### config.mk
export PLATFORM = sky130hd
export DESIGN_NAME = m_dram_arb2
export DESIGN_NICKNAME = d
export VERILOG_FILES = /design/src/rtl/m_dram_arb2.sv
export SDC_FILE = /design/constraint.sdc
export NUM_CORES = 1
export LEC_CHECK = 0
export ABC_AREA = 1
export CAP_MARGIN = 30
export CORE_MARGIN = 5
export CORE_UTILIZATION = 50
export CTS_CLUSTER_DIAMETER = 30
export DETAILED_ROUTE_END_ITERATION = 8
export GPL_TIMING_DRIVEN = 0
export PLACE_DENSITY = 0.82
export REMOVE_ABC_BUFFERS = 1
export SLEW_MARGIN = 20
export SYNTH_ARGS = -nofsm -noshare
export SYNTH_HDL_FRONTEND = slang
export SYNTH_SLANG_ARGS = --single-unit
export TNS_END_PERCENT = 50
### constraint.sdc
create_clock -name CLK -period 2.4 [get_ports CLK]
set_clock_uncertainty 0.15 [all_clocks]
set_input_delay 0.48 -clock CLK [delete_from_list [all_inputs] [get_ports CLK]]
set_output_delay 0.48 -clock CLK [all_outputs]
set_load 0.01 [all_outputs]
### src/rtl/m_dram_arb2.sv
// Two-hart DRAM arbiter: latches per-hart load/store pulses, serialises them onto one DRAM port.
// Optional macro DRAM_ARB_FIXED_PRIO_EN: hart 0 always wins ties instead of round-robin.
module m_dram_arb2 #(
    parameter int ADDR_W    = 32,
    parameter int DATA_W    = 32,
    parameter int RISE_WAIT = 4
) (
    input  logic              CLK,
    input  logic              RST_X,
    input  logic [ADDR_W-1:0] w_c0_addr,
    input  logic [ADDR_W-1:0] w_c1_addr,
    input  logic [DATA_W-1:0] w_c0_wdata,
    input  logic [DATA_W-1:0] w_c1_wdata,
    input  logic [2:0]        w_c0_ctrl,
    input  logic [2:0]        w_c1_ctrl,
    input  logic              w_c0_le,
    input  logic              w_c1_le,
    input  logic              w_c0_we_t,
    input  logic              w_c1_we_t,
    output logic [DATA_W-1:0] w_c0_odata,
    output logic [DATA_W-1:0] w_c1_odata,
    output logic              w_c0_busy,
    output logic              w_c1_busy,
    output logic [ADDR_W-1:0] w_dram_addr,
    output logic [DATA_W-1:0] w_dram_wdata,
    output logic [2:0]        w_dram_ctrl,
    output logic              w_dram_le,
    output logic              w_dram_we_t,
    input  logic [DATA_W-1:0] w_dram_odata,
    input  logic              w_dram_busy
);

    typedef enum logic [2:0] {
        S_IDLE,
        S_ISSUE,
        S_RISE,
        S_FALL,
        S_DONE
    } state_t;

    typedef struct packed {
        logic [ADDR_W-1:0] addr;
        logic [DATA_W-1:0] wdata;
        logic [2:0]        ctrl;
        logic              is_store;
    } req_t;

    localparam logic [3:0] RISE_LIMIT = 4'(RISE_WAIT);

    state_t            state;
    req_t              in_req  [2];
    req_t              lat     [2];
    logic [DATA_W-1:0] odata   [2];
    logic [1:0]        in_pulse;
    logic [1:0]        pending;
    logic              grant;
    logic              grant_next;
    logic [3:0]        rise_cnt;
    logic [3:0]        rise_inc;

`ifndef DRAM_ARB_FIXED_PRIO_EN
    logic              last_grant;
`endif

    // A simultaneous le/we_t pair is recorded as a store.
    always_comb begin
        in_req[0] = '{addr: w_c0_addr, wdata: w_c0_wdata, ctrl: w_c0_ctrl, is_store: w_c0_we_t};
        in_req[1] = '{addr: w_c1_addr, wdata: w_c1_wdata, ctrl: w_c1_ctrl, is_store: w_c1_we_t};
    end

    assign in_pulse = {w_c1_le | w_c1_we_t, w_c0_le | w_c0_we_t};
    assign rise_inc = rise_cnt + 4'd1;

    // NOTE: every variable gets a default first so no path leaves it unassigned (no latch).
    always_comb begin
        grant_next = 1'b0;
        if (pending == 2'b10) begin
            grant_next = 1'b1;
        end else if (pending == 2'b11) begin
`ifdef DRAM_ARB_FIXED_PRIO_EN
            grant_next = 1'b0;
`else
            grant_next = ~last_grant;
`endif
        end
    end

    // NOTE: sequential state uses non-blocking assignments so every register samples pre-edge values.
    // NOTE: the request latches are reset too; they are a few flops, not a RAM, and a clean bus after reset is worth it.
    always_ff @(posedge CLK or negedge RST_X) begin
        if (!RST_X) begin
            state        <= S_IDLE;
            pending      <= 2'b00;
            grant        <= 1'b0;
`ifndef DRAM_ARB_FIXED_PRIO_EN
            last_grant   <= 1'b1;
`endif
            rise_cnt     <= 4'd0;
            w_dram_addr  <= '0;
            w_dram_wdata <= '0;
            w_dram_ctrl  <= 3'd0;
            w_dram_le    <= 1'b0;
            w_dram_we_t  <= 1'b0;
            for (int h = 0; h < 2; h++) begin
                lat[h]   <= '0;
                odata[h] <= '0;
            end
        end else begin
            for (int h = 0; h < 2; h++) begin
                if (in_pulse[h] && !pending[h]) begin
                    lat[h]     <= in_req[h];
                    pending[h] <= 1'b1;
                end
            end

            case (state)
                S_IDLE: begin
                    if (!w_dram_busy && (pending != 2'b00)) begin
                        grant        <= grant_next;
`ifndef DRAM_ARB_FIXED_PRIO_EN
                        last_grant   <= grant_next;
`endif
                        w_dram_addr  <= lat[grant_next].addr;
                        w_dram_wdata <= lat[grant_next].wdata;
                        w_dram_ctrl  <= lat[grant_next].ctrl;
                        w_dram_we_t  <= lat[grant_next].is_store;
                        w_dram_le    <= !lat[grant_next].is_store;
                        state        <= S_ISSUE;
                    end
                end
                S_ISSUE: begin
                    w_dram_le   <= 1'b0;
                    w_dram_we_t <= 1'b0;
                    rise_cnt    <= 4'd0;
                    state       <= S_RISE;
                end
                S_RISE: begin
                    // A controller that never acknowledges must not wedge the arbiter.
                    if (w_dram_busy) begin
                        state <= S_FALL;
                    end else begin
                        rise_cnt <= rise_inc;
                        if (rise_inc == RISE_LIMIT) begin
                            state <= S_DONE;
                        end
                    end
                end
                S_FALL: begin
                    if (!w_dram_busy) begin
                        state <= S_DONE;
                    end
                end
                S_DONE: begin
                    if (!lat[grant].is_store) begin
                        odata[grant] <= w_dram_odata;
                    end
                    pending[grant] <= 1'b0;
                    state          <= S_IDLE;
                end
                default: state <= S_IDLE;
            endcase
        end
    end

    assign w_c0_odata = odata[0];
    assign w_c1_odata = odata[1];
    assign w_c0_busy  = pending[0];
    assign w_c1_busy  = pending[1];

endmodule
==> results of run 1 <==
stage by stage:
stage	setup TNS (ps)	total power, mW	worst slack, ps	hold WS [ps]	utilization
CTS	0	25.3	36.0	256	0.750
floorplan	-137190	12.4	-810	34.4	-
detailed placement	-39810	17.1	-396	231	0.662
global placement	-3806220	16.3	-11210	306	0.642
global route	-7.16	26.7	-7.16	286	0.751
finish	0	25.2	85.8	260	0.751
Yosys cell counts (2+ instances only):
cell and number:
ha_1 2, dfrtp_1 279, buf_2 31, nor2_1 72
o22ai_1 2, o21ai_1 90, nand3_1 6, nand4_1 4
nand2_1 561, o21ai_2 60, nor3_4 2, buf_4 2
inv_1 76, clkbuf_1 22, inv_2 8, o21ai_0 55
or2_1 2, buf_6 12
power by group through the flow:
stage	Sequential [mW]	Combinational [mW]	Clock (mW)
finish	8.33	8.88	8.00
global route	8.60	9.73	8.35
CTS	8.31	8.91	8.07
detailed placement	8.30	8.75	0
global placement	8.24	8.05	0
floorplan	8.61	3.84	0
what timing repair did:
action,4_1_cts,5_1_grt
buffers inserted,0,0
endpoints found under the setup margin,0,40
hold endpoints to repair,37,0
hold buffers,1,0
gates resized for setup,0,2
metal layers:
metal,track usage,part of all wire,vias up
li1,-,-,4709
met1,0.316,0.38,4914
met2,0.440,0.48,502
met3,0.0880,0.10,83
met4,0.0961,0.032,2
met5,0,0.00037,-
final timing paths:
kind	start	to	slack [ps]
worst max-delay path	state[0]	w_dram_wdata[22]	90
worst min-delay path	RST_X	w_c1_odata[3]	260
worst max register to register	state[0]	w_dram_wdata[22]	90
worst min register to register	lat[71]	lat[71]	320
max in group asynchronous	RST_X	lat[21]	740
min in group CLK	w_c0_wdata[8]	lat[80]	310
placed cells by master, fill, tap and decap left out, types with 2 or more instances in the layout:
cell type	Yosys	routed
buf_12	0	5
buf_16	0	8
buf_6	12	2
buf_8	0	6
bufinv_16	0	6
clkbuf_1	22	4
clkbuf_16	0	59
clkbuf_8	0	9
clkdlybuf4s50_1	0	306
clkinv_2	0	11
clkinvlp_4	0	7
dfrtp_1	279	279
ha_1	2	2
inv_1	76	76
inv_2	8	4
inv_4	0	4
inv_6	0	9
nand2_1	561	559
nand2_4	0	2
nand3_1	6	6
nand4_1	4	4
nor2_1	72	72
nor3_4	2	2
o21ai_0	55	55
o21ai_1	90	89
o21ai_2	60	61
o22ai_1	2	2
or2_1	2	2
sequential cells by signal, indices dropped and copies added, names as in the netlist:
signal,count
grant,1
last_grant,1
lat,136
pending,2
rise_cnt,4
state,3
w_c0_odata,32
w_c1_odata,32
w_dram_addr,32
w_dram_ctrl,3
w_dram_le,1
w_dram_wdata,32
w_dram_we_t,1
logic make-up after synthesis:
logic type	Yosys count	synth area share
AOI/OAI and AO/OA	210	0.111
buffers and inverters	152	0.0612
DFF	280	0.607
and+or+nand+nor	651	0.218
adders and majority gates	2	0.00217
cell type report:
cell class,instances,area (um^2),area share
clock inverters,34,375,0.0220
well taps,285,357,0.0209
clock buffers,72,1620,0.0947
flip-flops and latches,280,7010,0.411
multi-input cells,864,3860,0.227
repair buffers,328,3510,0.206
inverters,84,325,0.0191
==> flow_summary_export.csv, run 1 <==
group,metric,value,unit
run_status,status,"finished, final reports clean",
setup_path,cp_slowest_cell,"nor2_4",
logic_synthesis,synth_seq_cells,280,
clocking,clock_sinks,280,
setup_path,crit_arrival,2580,ps
pwr,p_clk_frac,0.317,
die,row_count,55,
cells_and_area,layout-drive-gt1-share,0.122,
clocking,htree_levels,2,
timing,final_max_slew_viol_count,0,
global_routing,grt_antenna_before_repair,1,
pwr,power_switching,8.62,mW
logic_synthesis,synth_top_area_cell,"dfrtp_1",
place,gp_congestion,0.806,
setup_path,cp_cell_sequence,"inv_2 > nand3_2 > nor2_4 > buf_16 > inv_4 > buf_12 > nand2_1 > o21ai_1",
cells_and_area,final_nets,1790,
setup_path,path_max_fanout,38,
logic_synthesis,syn_area,11500,um^2
logic_synthesis,netlist_instances,1295,
setup_path,path_buf_inv,4,
logic_synthesis,async_flop_share,1.00,
clocking,clkTransAtPathRegs,50,ps
logic_synthesis,yosys.area.top_type_share,0.605,
pwr,power_density,1480,nW/um^2
cells_and_area,fillers,1503,
logic_synthesis,syn-mean-instance-area,8.91,um^2
clocking,clock_latency,540,ps
die,initial_utilization,0.508,
pwr,power_switching_share,0.342,
logic_synthesis,synth-edff-count,0,
clocking,cts_buffers,57,
clocking,tritoncts,"yes",
timing,fin_crit_sh,0.964,
pwr,comb_power_share,0.352,
setup_path,cp_top_family,"buffers and inverters",
drt,vias,10210,
setup_path,rr_worst_depth,8,
setup_path,setup.worst_path.start_class,"register",
drt,avgViaCountPerCell,5.24,
timing,relSlewSlack,0.443,
cells_and_area,diodes,0,
cells_and_area,final_area,17000,um^2
place,place_area,15000,um^2
pwr,peakVddDrop,0.000854,V
logic_synthesis,synthFlopType,"dfrtp_1",
place,dp_hpwl,22100,um
logic_synthesis,synth_area_leaders,"dfrtp_1, nand2_1, o21ai_2, o21ai_1, inv_1",
clocking,clock-root-buffer,"clkbuf_16",
worst_hold_path,holdCritPathClass,"in2async",
drt,firstDrtPassIters,5,
global_routing,grt_max_degree,91,
drt,wl_per_cell,17.9,um
global_routing,grt_pass1_vias,10645,
logic_synthesis,seq_area_frac_synth,0.607,
pwr,intPower,16.6,mW
die,ioPinCount,308,
setup_path,slowest_delay,430,ps
timing,timing.final.crit_period,2310,ps
timing,worst_pin_slew,835,ps
place,placed_cells,1839,
pwr,p_seq_frac,0.331,
global_routing,track_usage,0.262,
place,io_buffers,307,
global_routing,grt_pass1_wl,55400,um
die,core_area,22700,um^2
run,cap_viol_max_count,0,
setup_path,worstSetupPathType,"reg2reg",
die,dieWidth,162,um
timing,hold_viol_final,0,
logic_synthesis,synth_cell_types,27,
die,die_y,162,um
drt,antenna_left,0,
cells_and_area,areaGrowthSynthToFinish,47.7,%
global_routing,overflow,0,
setup_path,cp.required,2660,ps
clocking,clock_path_buffers,3,
timing,setup_viol_count_final,0,
setup_path,cp.depth,8,
drt,drtIter0Drc,733,
die,die-area,26200,um^2
drt,wl,34900,um
logic_synthesis,ys_warn_count,0,
pwr,power.leakage,8.15,nW
timing,fmax,0.432,GHz
cells_and_area,layout.cells.non_filler,1947,
setup_path,cp-end-kind,"register",
drt,drc,0,
Power figures use the tool's default switching activity.
==> run 2: changes to the inputs <==
--- a/config.mk
+++ b/config.mk
@@ -8,11 +8,12 @@
 export ABC_AREA = 1
 export CAP_MARGIN = 30
 export CORE_MARGIN = 5
-export CORE_UTILIZATION = 50
+export CORE_UTILIZATION = 44
 export CTS_CLUSTER_DIAMETER = 30
 export DETAILED_ROUTE_END_ITERATION = 8
 export GPL_TIMING_DRIVEN = 0
-export PLACE_DENSITY = 0.82
+export HOLD_SLACK_MARGIN = 0.12
+export PLACE_DENSITY = 0.77
 export REMOVE_ABC_BUFFERS = 1
 export SLEW_MARGIN = 20
 export SYNTH_ARGS = -nofsm -noshare
==> constraint.sdc (replaced) <==
create_clock -name CLK -period 2.05 [get_ports CLK]
set_clock_uncertainty 0.15 [all_clocks]
set_input_delay 0.41 -clock CLK [delete_from_list [all_inputs] [get_ports CLK]]
set_output_delay 0.41 -clock CLK [all_outputs]
set_load 0.01 [all_outputs]
==> flow_summary_export.csv, run 2 (synthesized netlist as in run 1, its figures left out) <==
group,metric,value,unit
run_status,status,"finished, final reports clean",
die,initial_utilization,0.444,
timing,fmax,0.496,GHz
timing,fin_tns_setup,0,ps
drt,avgViaCountPerCell,5.04,
timing,timing.final.crit_period,2020,ps
clocking,clock_sinks,280,
setup_path,crit_arrival,1460,ps
setup_path,cp_top_family,"buffers and inverters",
place,dp_hpwl,21700,um
drt,wl_per_cell,17.2,um
drt,drtIter0Drc,590,
drt,antenna_left,0,
drt,vias,10103,
cells_and_area,largest-register,"lat",
clocking,tritoncts,"yes",
setup_path,path_max_fanout,2,
cells_and_area,areaGrowthSynthToFinish,50.2,%
setup_path,slowest_delay,570,ps
setup_path,cp_slowest_cell,"clkdlybuf4s50_1",
global_routing,grt_max_degree,82,
cells_and_area,largest_reg_flops,136,
timing,worst_pin_slew,441,ps
clocking,clock_path_buffers,3,
timing,setup_viol_count_final,0,
setup_path,worstSetupPathType,"reg2out",
global_routing,track_usage,0.228,
global_routing,grt_antenna_before_repair,0,
place,gp_congestion,0.816,
die,core_area,26000,um^2
drt,firstDrtPassIters,5,
clocking,clock-root-buffer,"clkbuf_16",
setup_path,path_buf_inv,1,
setup_path,cp.required,1490,ps
run,cap_viol_max_count,0,
clocking,htree_levels,2,
cells_and_area,layout-drive-gt1-share,0.123,
worst_hold_path,holdCritPathClass,"in2async",
cells_and_area,final_common_cell,"nand2_1",
cells_and_area,fillers,2012,
place,place_area,15100,um^2
timing,fin_crit_sh,0.984,
timing,holdWs,204,ps
drt,wl,34400,um
cells_and_area,final_nets,1799,
cells_and_area,area.sequential,7010,um^2
cells_and_area,layout.cells.non_filler,2005,
die,die_y,172,um
global_routing,overflow,0,
drt,drc,0,
clocking,cts_buffers,61,
timing,hold_viol_final,0,
timing,rsz0062_at_grt,"yes",
clocking,clock_latency,560,ps
cells_and_area,final_cell_mix,"nand2_1, dfrtp_1, clkdlybuf4s50_1, o21ai_1, inv_1",
pwr,power_density,1700,nW/um^2
setup_path,setup.worst_path.start_class,"register",
clocking,clkTransAtPathRegs,40,ps
pwr,peakVddDrop,0.00128,V
die,die-area,29600,um^2
setup_path,reg2reg_slack,30,ps
cells_and_area,final_area,17300,um^2
global_routing,grt_pass1_wl,54200,um
pwr,power.leakage,8.80,nW
timing,relSlewSlack,0.705,
cells_and_area,multi_input_area,3850,um^2
timing,final_max_slew_viol_count,0,
setup_path,cp_cell_sequence,"clkdlybuf4s50_1",
place,io_buffers,307,
setup_path,cp-end-kind,"output pin",
place,placed_cells,1888,
die,dieWidth,172,um
setup_path,rr_worst_depth,8,
setup_path,r2r-start,"pending[1]",
setup_path,r2r_end,"w_dram_we_t",
die,row_count,59,
global_routing,grt_pass1_vias,10591,
die,ioPinCount,308,
cells_and_area,diodes,0,
run 2: cell count changes in the layout (fill, tap and decap cells not counted), moves of 5 or more:
cell	before	now
inv_6	9	2
clkbuf_16	59	64
dlygate4sd2_1	0	37
dlymetal6s2s_1	0	46
buf_4	0	6
clkdlybuf4s50_1	306	223
run 2: through the flow:
| step | setup slack, ps | power, mW | utilization |
|---|---|---|---|
| 2_1_floorplan | -1160 | 14.6 | - |
| 3_3_place_gp | -11630 | 19.0 | 0.564 |
| 3_5_place_dp | -800 | 19.9 | 0.580 |
| 4_1_cts | -27.6 | 29.7 | 0.660 |
| 5_1_grt | -24.9 | 31.3 | 0.667 |
| 6_report | 32.1 | 29.5 | 0.667 |
run 2: what timing repair did:
action | 4_1_cts | 5_1_grt
setup buffers | 3 | 3
hold buffers | 1 | 0
pin swaps | 2 | 1
endpoints found under the setup margin | 258 | 118
cloned | 0 | 1
hold endpoints to repair | 198 | 0
gates resized for setup | 44 | 56
run 2: worst max path at each step:
stage               depth (start not counted)            from        endpoint  slack [ps]
CTS                                         8        state[0]  w_c1_odata[14]         -30
detailed placement                          7       w_c1_we_t         lat[28]        -800
global placement                            1           RST_X         lat[63]      -11630
global route                                9      pending[1]       w_dram_le         -20
floorplan                                   4      pending[0]     w_dram_we_t       -1160
finish                                      1  w_dram_ctrl[2]  w_dram_ctrl[2]          30
run 2: routing by layer:
layer	GRT usage	wire length (um)
met3	0.0700	3550
met1	0.280	13700
met2	0.382	16200
met4	0.0783	967
met5	0	0
run 2: area by class of cell:
| type | instances | area share |
|---|---|---|
| flip-flops and latches | 280 | 0.404 |
| multi-input cells | 863 | 0.222 |
| repair buffers | 334 | 0.209 |
| clock buffers | 79 | 0.0990 |
| well taps | 335 | 0.0242 |
| clock inverters | 30 | 0.0206 |
| inverters | 84 | 0.0206 |
run 2: power breakdown:
part / internal [mW] / switching (mW) / total [mW]
combinational: 4.58 / 5.52 / 10.1
clock: 6.69 / 2.98 / 9.68
sequential: 8.23 / 1.47 / 9.70
total: 19.5 / 9.98 / 29.5
